--- src/rtl/audio_sram_ctrl.sv ---
// Record/playback controller for the single audio SRAM: mode FSM driven by key commands,
// plus a two-cycle write/read access sequencer shared by the ADC and DAC paths.
module audio_sram_ctrl #(
    parameter int unsigned       ADDR_W   = 18,
    parameter int unsigned       DATA_W   = 16,
    parameter logic [ADDR_W-1:0] MAX_ADDR = {ADDR_W{1'b1}}
) (
    input  logic              bclk,
    input  logic              reset,
    input  logic              start_rec,
    input  logic              start_play,
    input  logic              pause,
    input  logic              stop,
    input  logic [DATA_W-1:0] adc_data,
    input  logic              adc_valid,
    input  logic              dac_req,
    output logic [DATA_W-1:0] dac_data,
    output logic              dac_valid,
    output logic [ADDR_W-1:0] sram_addr,
    output logic [DATA_W-1:0] sram_dq_o,
    input  logic [DATA_W-1:0] sram_dq_i,
    output logic              sram_dq_oe,
    output logic              sram_we_n,
    output logic              sram_oe_n,
    output logic [2:0]        mode,
    output logic [ADDR_W-1:0] rec_len,
    output logic              done
);

    localparam logic [2:0] M_IDLE       = 3'd0;
    localparam logic [2:0] M_REC        = 3'd1;
    localparam logic [2:0] M_PLAY       = 3'd2;
    localparam logic [2:0] M_REC_PAUSE  = 3'd3;
    localparam logic [2:0] M_PLAY_PAUSE = 3'd4;

    localparam logic [2:0] A_IDLE = 3'd0;
    localparam logic [2:0] A_W1   = 3'd1;
    localparam logic [2:0] A_W2   = 3'd2;
    localparam logic [2:0] A_R1   = 3'd3;
    localparam logic [2:0] A_R2   = 3'd4;

    logic [2:0]        mode_q, mode_d;
    logic [2:0]        acc_q, acc_d;
    logic [ADDR_W-1:0] addr_q, addr_d;
    logic [ADDR_W-1:0] sram_addr_q, sram_addr_d;
    logic [DATA_W-1:0] wdata_q, wdata_d;
    logic [ADDR_W-1:0] rec_len_q, rec_len_d;
    logic              rec_valid_q, rec_valid_d;
    logic              cap_pend_q, cap_pend_d;
    logic [DATA_W-1:0] dac_data_q, dac_data_d;
    logic              dac_valid_q, dac_valid_d;
    logic              done_q, done_d;

    logic rec_stop, cap_req, start_wr, start_rd, in_rec, in_play;

    assign in_rec   = (mode_q == M_REC) || (mode_q == M_REC_PAUSE);
    assign in_play  = (mode_q == M_PLAY) || (mode_q == M_PLAY_PAUSE);
    assign start_wr = (acc_q == A_IDLE) && adc_valid && (mode_q == M_REC);
    assign start_rd = (acc_q == A_IDLE) && dac_req && (mode_q == M_PLAY);
    assign rec_stop = in_rec && stop;
    assign cap_req  = rec_stop || cap_pend_q;

    always_comb begin
        mode_d      = mode_q;
        acc_d       = acc_q;
        addr_d      = addr_q;
        sram_addr_d = sram_addr_q;
        wdata_d     = wdata_q;
        rec_len_d   = rec_len_q;
        rec_valid_d = rec_valid_q;
        cap_pend_d  = cap_pend_q;
        dac_data_d  = dac_data_q;
        dac_valid_d = 1'b0;
        done_d      = 1'b0;

        case (mode_q)
            M_IDLE: begin
                if (!stop && !pause) begin
                    if (start_rec) begin
                        mode_d = M_REC;
                        addr_d = '0;
                    end else if (start_play && rec_valid_q) begin
                        mode_d = M_PLAY;
                        addr_d = '0;
                    end
                end
            end
            M_REC, M_REC_PAUSE: begin
                if (stop) begin
                    mode_d = M_IDLE;
                    done_d = 1'b1;
                end else if (pause) begin
                    mode_d = (mode_q == M_REC) ? M_REC_PAUSE : M_REC;
                end
            end
            M_PLAY, M_PLAY_PAUSE: begin
                if (stop) begin
                    mode_d = M_IDLE;
                    done_d = 1'b1;
                end else if (pause) begin
                    mode_d = (mode_q == M_PLAY) ? M_PLAY_PAUSE : M_PLAY;
                end
            end
            default: mode_d = M_IDLE;
        endcase

        // rec_len must count a write still in flight, so capture waits for it to finish
        if (cap_req && acc_q != A_W2) begin
            if (acc_q == A_W1 || start_wr) begin
                cap_pend_d = 1'b1;
            end else begin
                rec_len_d   = (addr_q == '0) ? '0 : addr_q - 1'b1;
                rec_valid_d = (addr_q != '0);
                cap_pend_d  = 1'b0;
            end
        end

        case (acc_q)
            A_IDLE: begin
                if (start_wr) begin
                    acc_d       = A_W1;
                    wdata_d     = adc_data;
                    sram_addr_d = addr_q;
                end else if (start_rd) begin
                    acc_d       = A_R1;
                    sram_addr_d = addr_q;
                end
            end
            A_W1: acc_d = A_W2;
            A_W2: begin
                acc_d = A_IDLE;
                if (sram_addr_q != MAX_ADDR) begin
                    addr_d = addr_q + 1'b1;
                end
                if (cap_req || sram_addr_q == MAX_ADDR) begin
                    rec_len_d   = sram_addr_q;
                    rec_valid_d = 1'b1;
                    cap_pend_d  = 1'b0;
                end
                if (sram_addr_q == MAX_ADDR && in_rec && !stop) begin
                    mode_d = M_IDLE;
                    done_d = 1'b1;
                end
            end
            A_R1: acc_d = A_R2;
            A_R2: begin
                acc_d       = A_IDLE;
                dac_data_d  = sram_dq_i;
                dac_valid_d = 1'b1;
                addr_d      = addr_q + 1'b1;
                if (sram_addr_q == rec_len_q && in_play && !stop) begin
                    mode_d = M_IDLE;
                    done_d = 1'b1;
                end
            end
            default: acc_d = A_IDLE;
        endcase
    end

    always_ff @(posedge bclk or posedge reset) begin
        if (reset) begin
            mode_q      <= M_IDLE;
            acc_q       <= A_IDLE;
            addr_q      <= '0;
            sram_addr_q <= '0;
            wdata_q     <= '0;
            rec_len_q   <= '0;
            rec_valid_q <= 1'b0;
            cap_pend_q  <= 1'b0;
            dac_data_q  <= '0;
            dac_valid_q <= 1'b0;
            done_q      <= 1'b0;
        end else begin
            mode_q      <= mode_d;
            acc_q       <= acc_d;
            addr_q      <= addr_d;
            sram_addr_q <= sram_addr_d;
            wdata_q     <= wdata_d;
            rec_len_q   <= rec_len_d;
            rec_valid_q <= rec_valid_d;
            cap_pend_q  <= cap_pend_d;
            dac_data_q  <= dac_data_d;
            dac_valid_q <= dac_valid_d;
            done_q      <= done_d;
        end
    end

    // Strobes decode straight from the access state so reset deasserts them at once
    assign sram_we_n  = (acc_q != A_W1);
    assign sram_dq_oe = (acc_q == A_W1) || (acc_q == A_W2);
    assign sram_oe_n  = !((acc_q == A_R1) || (acc_q == A_R2));
    assign sram_addr  = sram_addr_q;
    assign sram_dq_o  = wdata_q;
    assign dac_data   = dac_data_q;
    assign dac_valid  = dac_valid_q;
    assign mode       = mode_q;
    assign rec_len    = rec_len_q;
    assign done       = done_q;

endmodule

--- config.mk ---
export PLATFORM = sky130hd
export DESIGN_NAME = audio_sram_ctrl
export DESIGN_NICKNAME = d
export VERILOG_FILES = /design/src/rtl/audio_sram_ctrl.sv
export SDC_FILE = /design/constraint.sdc
export NUM_CORES = 1
export LEC_CHECK = 0
export CORE_MARGIN = 4
export CORE_UTILIZATION = 40
export DETAILED_ROUTE_END_ITERATION = 7
export PLACE_DENSITY_LB_ADDON = 0.05
export SYNTH_ARGS = -nofsm -noshare
export SYNTH_HDL_FRONTEND = slang
export SYNTH_SLANG_ARGS = --single-unit
--- constraint.sdc ---
create_clock -name bclk -period 4.85 [get_ports bclk]
set_input_delay 0.97 -clock bclk [delete_from_list [all_inputs] [get_ports bclk]]
set_output_delay 0.97 -clock bclk [all_outputs]
set_load 0.1 [all_outputs]
======== After elaboration in Yosys (flattened, before gate mapping) ========
Index checks and enable logic that the tools add are counted.
word-level totals
  input port bits ......................... 40
  logic and storage cells ................. 102
  output and inout bits ................... 76
  bits in registers ....................... 96
cells by class
  eq/ne operators ......................... 14
  $add $sub $neg .......................... 2
  multiplexer cells ....................... 43
  reductions and logical operators ........ 32
operators with widths
  operator                                             count
  2-to-1 mux 18 bit                                    12
  2-to-1 mux 3 bit                                     12
  case mux 18 bit (2 select lines)                     1
  adder 18 x 1 -> 18 bit (second input constant)       1
  == test 18 bit                                       1
  == test 18 bit (second input constant)               1
  zero test 18 bit                                     1
  != test 18 bit (second input constant)               1
  case mux 3 bit (3 select lines)                      2
  nonzero test 18 bit                                  1
  subtractor 18 x 1 -> 18 bit (second input constant)  1
  2-to-1 mux 1 bit                                     13
  == test 3 x 2 -> 1 bit (second input constant)       4
  logical AND 1 bit                                    12
  logical OR 1 bit                                     7
  == test 3 x 1 -> 1 bit (second input constant)       2
  == test 3 bit (second input constant)                2
  zero test 3 bit                                      2
  case mux 3 bit (2 select lines)                      1
  AND reduction 2 bit                                  2
  OR reduction 2 bit                                   2
  OR reduction 4 bit                                   1
  zero test 1 bit                                      3
  != test 3 x 1 -> 1 bit (second input constant)       1
  5 further kinds                                      5

======== Longest topological paths before layout ========
  depth after elaboration ................. 8
  gate-level depth with buffers ........... 9
  depth with buffers taken out ............ 7

======== Least setup slack after synthesis ========
No wires, ideal clock.
  path kind ............................... reg-to-output
  from .................................... register acc_q[2]
  to ...................................... output sram_oe_n
  cell stages (with the launch flop) ...... 5
  arrival ................................. 2.309 ns
  data required time ...................... 3.880 ns
  buffers on the path ..................... 2
  path slack .............................. 1.571 ns
  path through ............................ dfrtp_1 > nor3b_1 > clkbuf_1 > clkbuf_1 > nor2_1
between the ends
  longest elaborated chain between the ends .. 3
  elaborated cells between the ends (all ways) .. 4
  those cells by class .................... eq/ne: 2; reduce/logical: 2
RTL lines
  what                                                     RTL line  RTL
  from (decl)                                              43        logic [2:0] acc_q, acc_d;
  from (signal assigned)                                   163       acc_q <= A_IDLE;
  from (signal assigned)                                   175       acc_q <= acc_d;
  == test 3 x 2 -> 1 bit or == test 3 bit (tied branches)  191       assign sram_oe_n = !((acc_q == A_R1) || (acc_q == A_R2));
  logical OR 1 bit (*)                                     191
  zero test 1 bit (*)                                      191
  to (decl)                                                24        output logic sram_oe_n,
Mark *: on every way between the ends. The rest lies on a longest branch, timed or not.

======== Final worst setup path ========
  from .................................... register acc_q[0]
  to ...................................... output sram_dq_oe
between the ends
  longest elaborated chain between the ends .. 2
  elaborated cells between the ends (all ways) .. 3
  those cells by class .................... eq/ne: 2; reduce/logical: 1
RTL lines
  what                                                              RTL line  RTL
  == test 3 x 1 -> 1 bit or == test 3 x 2 -> 1 bit (tied branches)  190       assign sram_dq_oe = (acc_q == A_W1) || (acc_q == A_W2);
  logical OR 1 bit (*)                                              190
  to (decl)                                                         22        output logic sram_dq_oe,
Marks and branches as above.

==> flow_metrics.tcl <==
set metrics [dict create \
    fin_crit_sh_pct 71.8 \
    n_antenna_cell 0 \
    drtPass1Iterations 4 \
    die-area_sq_mm 0.0142 \
    ys_seq_elements 96 \
    end_kind "primary output" \
    ys_async_sr_fraction_pct 100 \
    core-area_sq_mm 0.0121 \
    yosysSeqAreaShare_pct 48.5 \
    post_cts_buffers 0 \
    setup_viol 0 \
    hold_path_class "reg2reg" \
    h-tree-depth 3 \
    totalWireLength_microns 13300 \
    timing_worst_setup_path_type "reg2out" \
    fill_cells 1096 \
    cts_hold_buffers 0 \
    skew_ns 0.00780 \
    rows 40 \
    dp_hpwl_microns 9760 \
    yosys_most_used_dff "dfrtp_1" \
    timing.fmax_mhz 287 \
    drtAntennaViolNets 0 \
    grt_max_degree 65 \
    die_y_microns 119 \
    tightest_slew_ns 1.02 \
    place.gp.congestion 0.786 \
    clock-sinks 96 \
    clkLatencyLatePin_ns 0.35 \
    synth.distinct_cells 52 \
    grt_first_pass_wirelength_microns 21300 \
    start_kind "flop" \
    grt_overflow 0 \
    ctsRootBufferMaster "clkbuf_16" \
    vias_per_cell 5.40 \
    routedWlPerCell_microns 17.9 \
    synth_warnings 0 \
    maxUsedRoutingLayer "met4" \
    avgSynthCellArea_sq_um 10.4 \
    slew_headroom_pct 31.6 \
    final_max_slew_viol_count 0 \
    synthCells 476 \
    drv_cap 0 \
    ctsResizeCount 0 \
    final_hold_viol_count 0 \
    die_w_microns 119 \
    numCtsBuffers 9 \
    area.sequential_sq_mm 0.00240 \
    fin_crit_ns 3.48 \
    portBuffers 115 \
    synth_area_sq_mm 0.00495 \
    met3_length_microns 622 \
    multi_input_area_sq_mm 0.00237 \
    grt_pass1_vias 3954 \
    clk_path_buf_depth 2 \
    wl_met2_microns 6490 \
    fin_setup_tns_ns 0 \
    synth_edf_count 0 \
    ioPinCount 116 \
    final_nets 613 \
    antenna_found_initial 0 \
    path_max_fanout 10 \
    track_usage_pct 18.8 \
    syn_to_final_growth_pct 31.4 \
    dr_total_vias 4014 \
    drc 0 \
    cts_tree "built" \
    status "finished clean" \
    wl_met1_microns 5980 \
    critPathRequiredTime_ns 3.88 \
    start_util_pct 41.1 \
    rsz0062_at_grt "no" \
    drive_gt1_share_pct 14.1 \
    syn_nets 518 \
    path_clk_slew_ns 0.07 \
    arrival_ns 2.51 \
    drt_iter0_markers 280 \
]
## state kept, by name (all words and copies together), names as in the netlist
register     cells
rec_len         18
dac_data        16
cap_pend_q       1
mode             3
rec_valid_q      1
dac_valid        1
sram_dq_o       16
sram_addr       18
acc_q            3
addr_q          18
done             1
## cell families (layout without fill, tap and decap cells)
family,Yosys count,after routing,share of synthesized area (%)
xor gates and xnor gates,28,28,4.95
adders and majority gates,2,2,0.505
DFF,96,96,48.5
and+or+nand+nor,178,178,19.1
buffers and inverters,42,142,3.89
muxes,50,50,11.4
AOI/OAI and AO/OA,80,80,11.6
## critical path: stages (launching register included)
cell and delay (ns):
dfrtp_1 0.48, or3b_1 0.47, nand2_1 0.09, clkdlybuf4s50_1 1.13
## final timing paths
| path | startpoint | endpoint | slack, ns | cells past startpoint |
|---|---|---|---|---|
| worst max-delay path | acc_q[0] | sram_dq_oe | 1.37 | 3 |
| worst min-delay path | sram_dq_o[14] | sram_dq_o[14] | 0.50 | 1 |
| worst max register to register | acc_q[0] | addr_q[13] | 2.18 | 5 |
| worst min register to register | sram_dq_o[14] | sram_dq_o[14] | 0.50 | 1 |
| max in group asynchronous | reset | dac_data[13] | 2.81 | 3 |
| min in group asynchronous | reset | addr_q[3] | 1.14 | 2 |
## metal layers
layer | GRT usage, % | vias to the layer above
met5 | 0 | -
met4 | 6.59 | 0
met3 | 3.42 | 19
met2 | 30.9 | 102
met1 | 24.9 | 1953
li1 | - | 1940
## stage by stage
step / hold WS (ns) / instances / setup slack (ns) / area (sq um) / util (%)
after global routing: 0.529 / 744 / 1.31 / 6510 / 54.0
after floorplan: 0.487 / 476 / 1.37 / 4950 / -
final: 0.504 / 744 / 1.37 / 6510 / 54.0
after detailed placement: 0.493 / 728 / 1.66 / 6190 / 51.3
after global placement: 0.488 / 728 / 1.66 / 6190 / 51.3
after CTS: 0.509 / 744 / 1.35 / 6510 / 54.0
## placed cells by master (no fill, tap or decap), drive strengths merged, types with 7 or more instances in the layout
master and count:
and3 17, nand2 34, nor4 8, xor2 14, clkdlybuf4s50 115, and2 7, dfrtp 96, nand3 27
xnor2 14, inv 8, a211o 11, clkbuf 11, mux2 50, o21ai 13, a21oi 7, o2bb2ai 8
nand4 12, a31oi 15, nor2 27, nor3 23
## area by class of cell
cell class / count / share of cell area [%]
Clock buffer: 11 / 3.88
Inverter: 6 / 0.385
Multi-Input combinational cell: 338 / 36.4
Timing Repair Buffer: 120 / 18.3
Tap cell: 168 / 3.23
Sequential cell: 96 / 36.9
Clock inverter: 5 / 0.942
## Yosys cell counts, drive strengths merged, types with 11 or more instances
cell / instances / share of area (%)
buf: 14 / 1.8
and3: 17 / 2.1
xor2: 14 / 2.5
nor2: 27 / 2.0
nand3: 27 / 2.7
clkbuf: 22 / 1.7
xnor2: 14 / 2.5
o21ai: 13 / 1.3
nor3: 23 / 2.4
nand2: 34 / 2.6
mux2: 50 / 11
nand4: 12 / 1.5
a31oi: 15 / 1.9
a211o: 11 / 1.9
dfrtp: 96 / 48
Power is not shown: default switching activity piles up to over one toggle a cycle in this logic, so the estimate is an artifact.
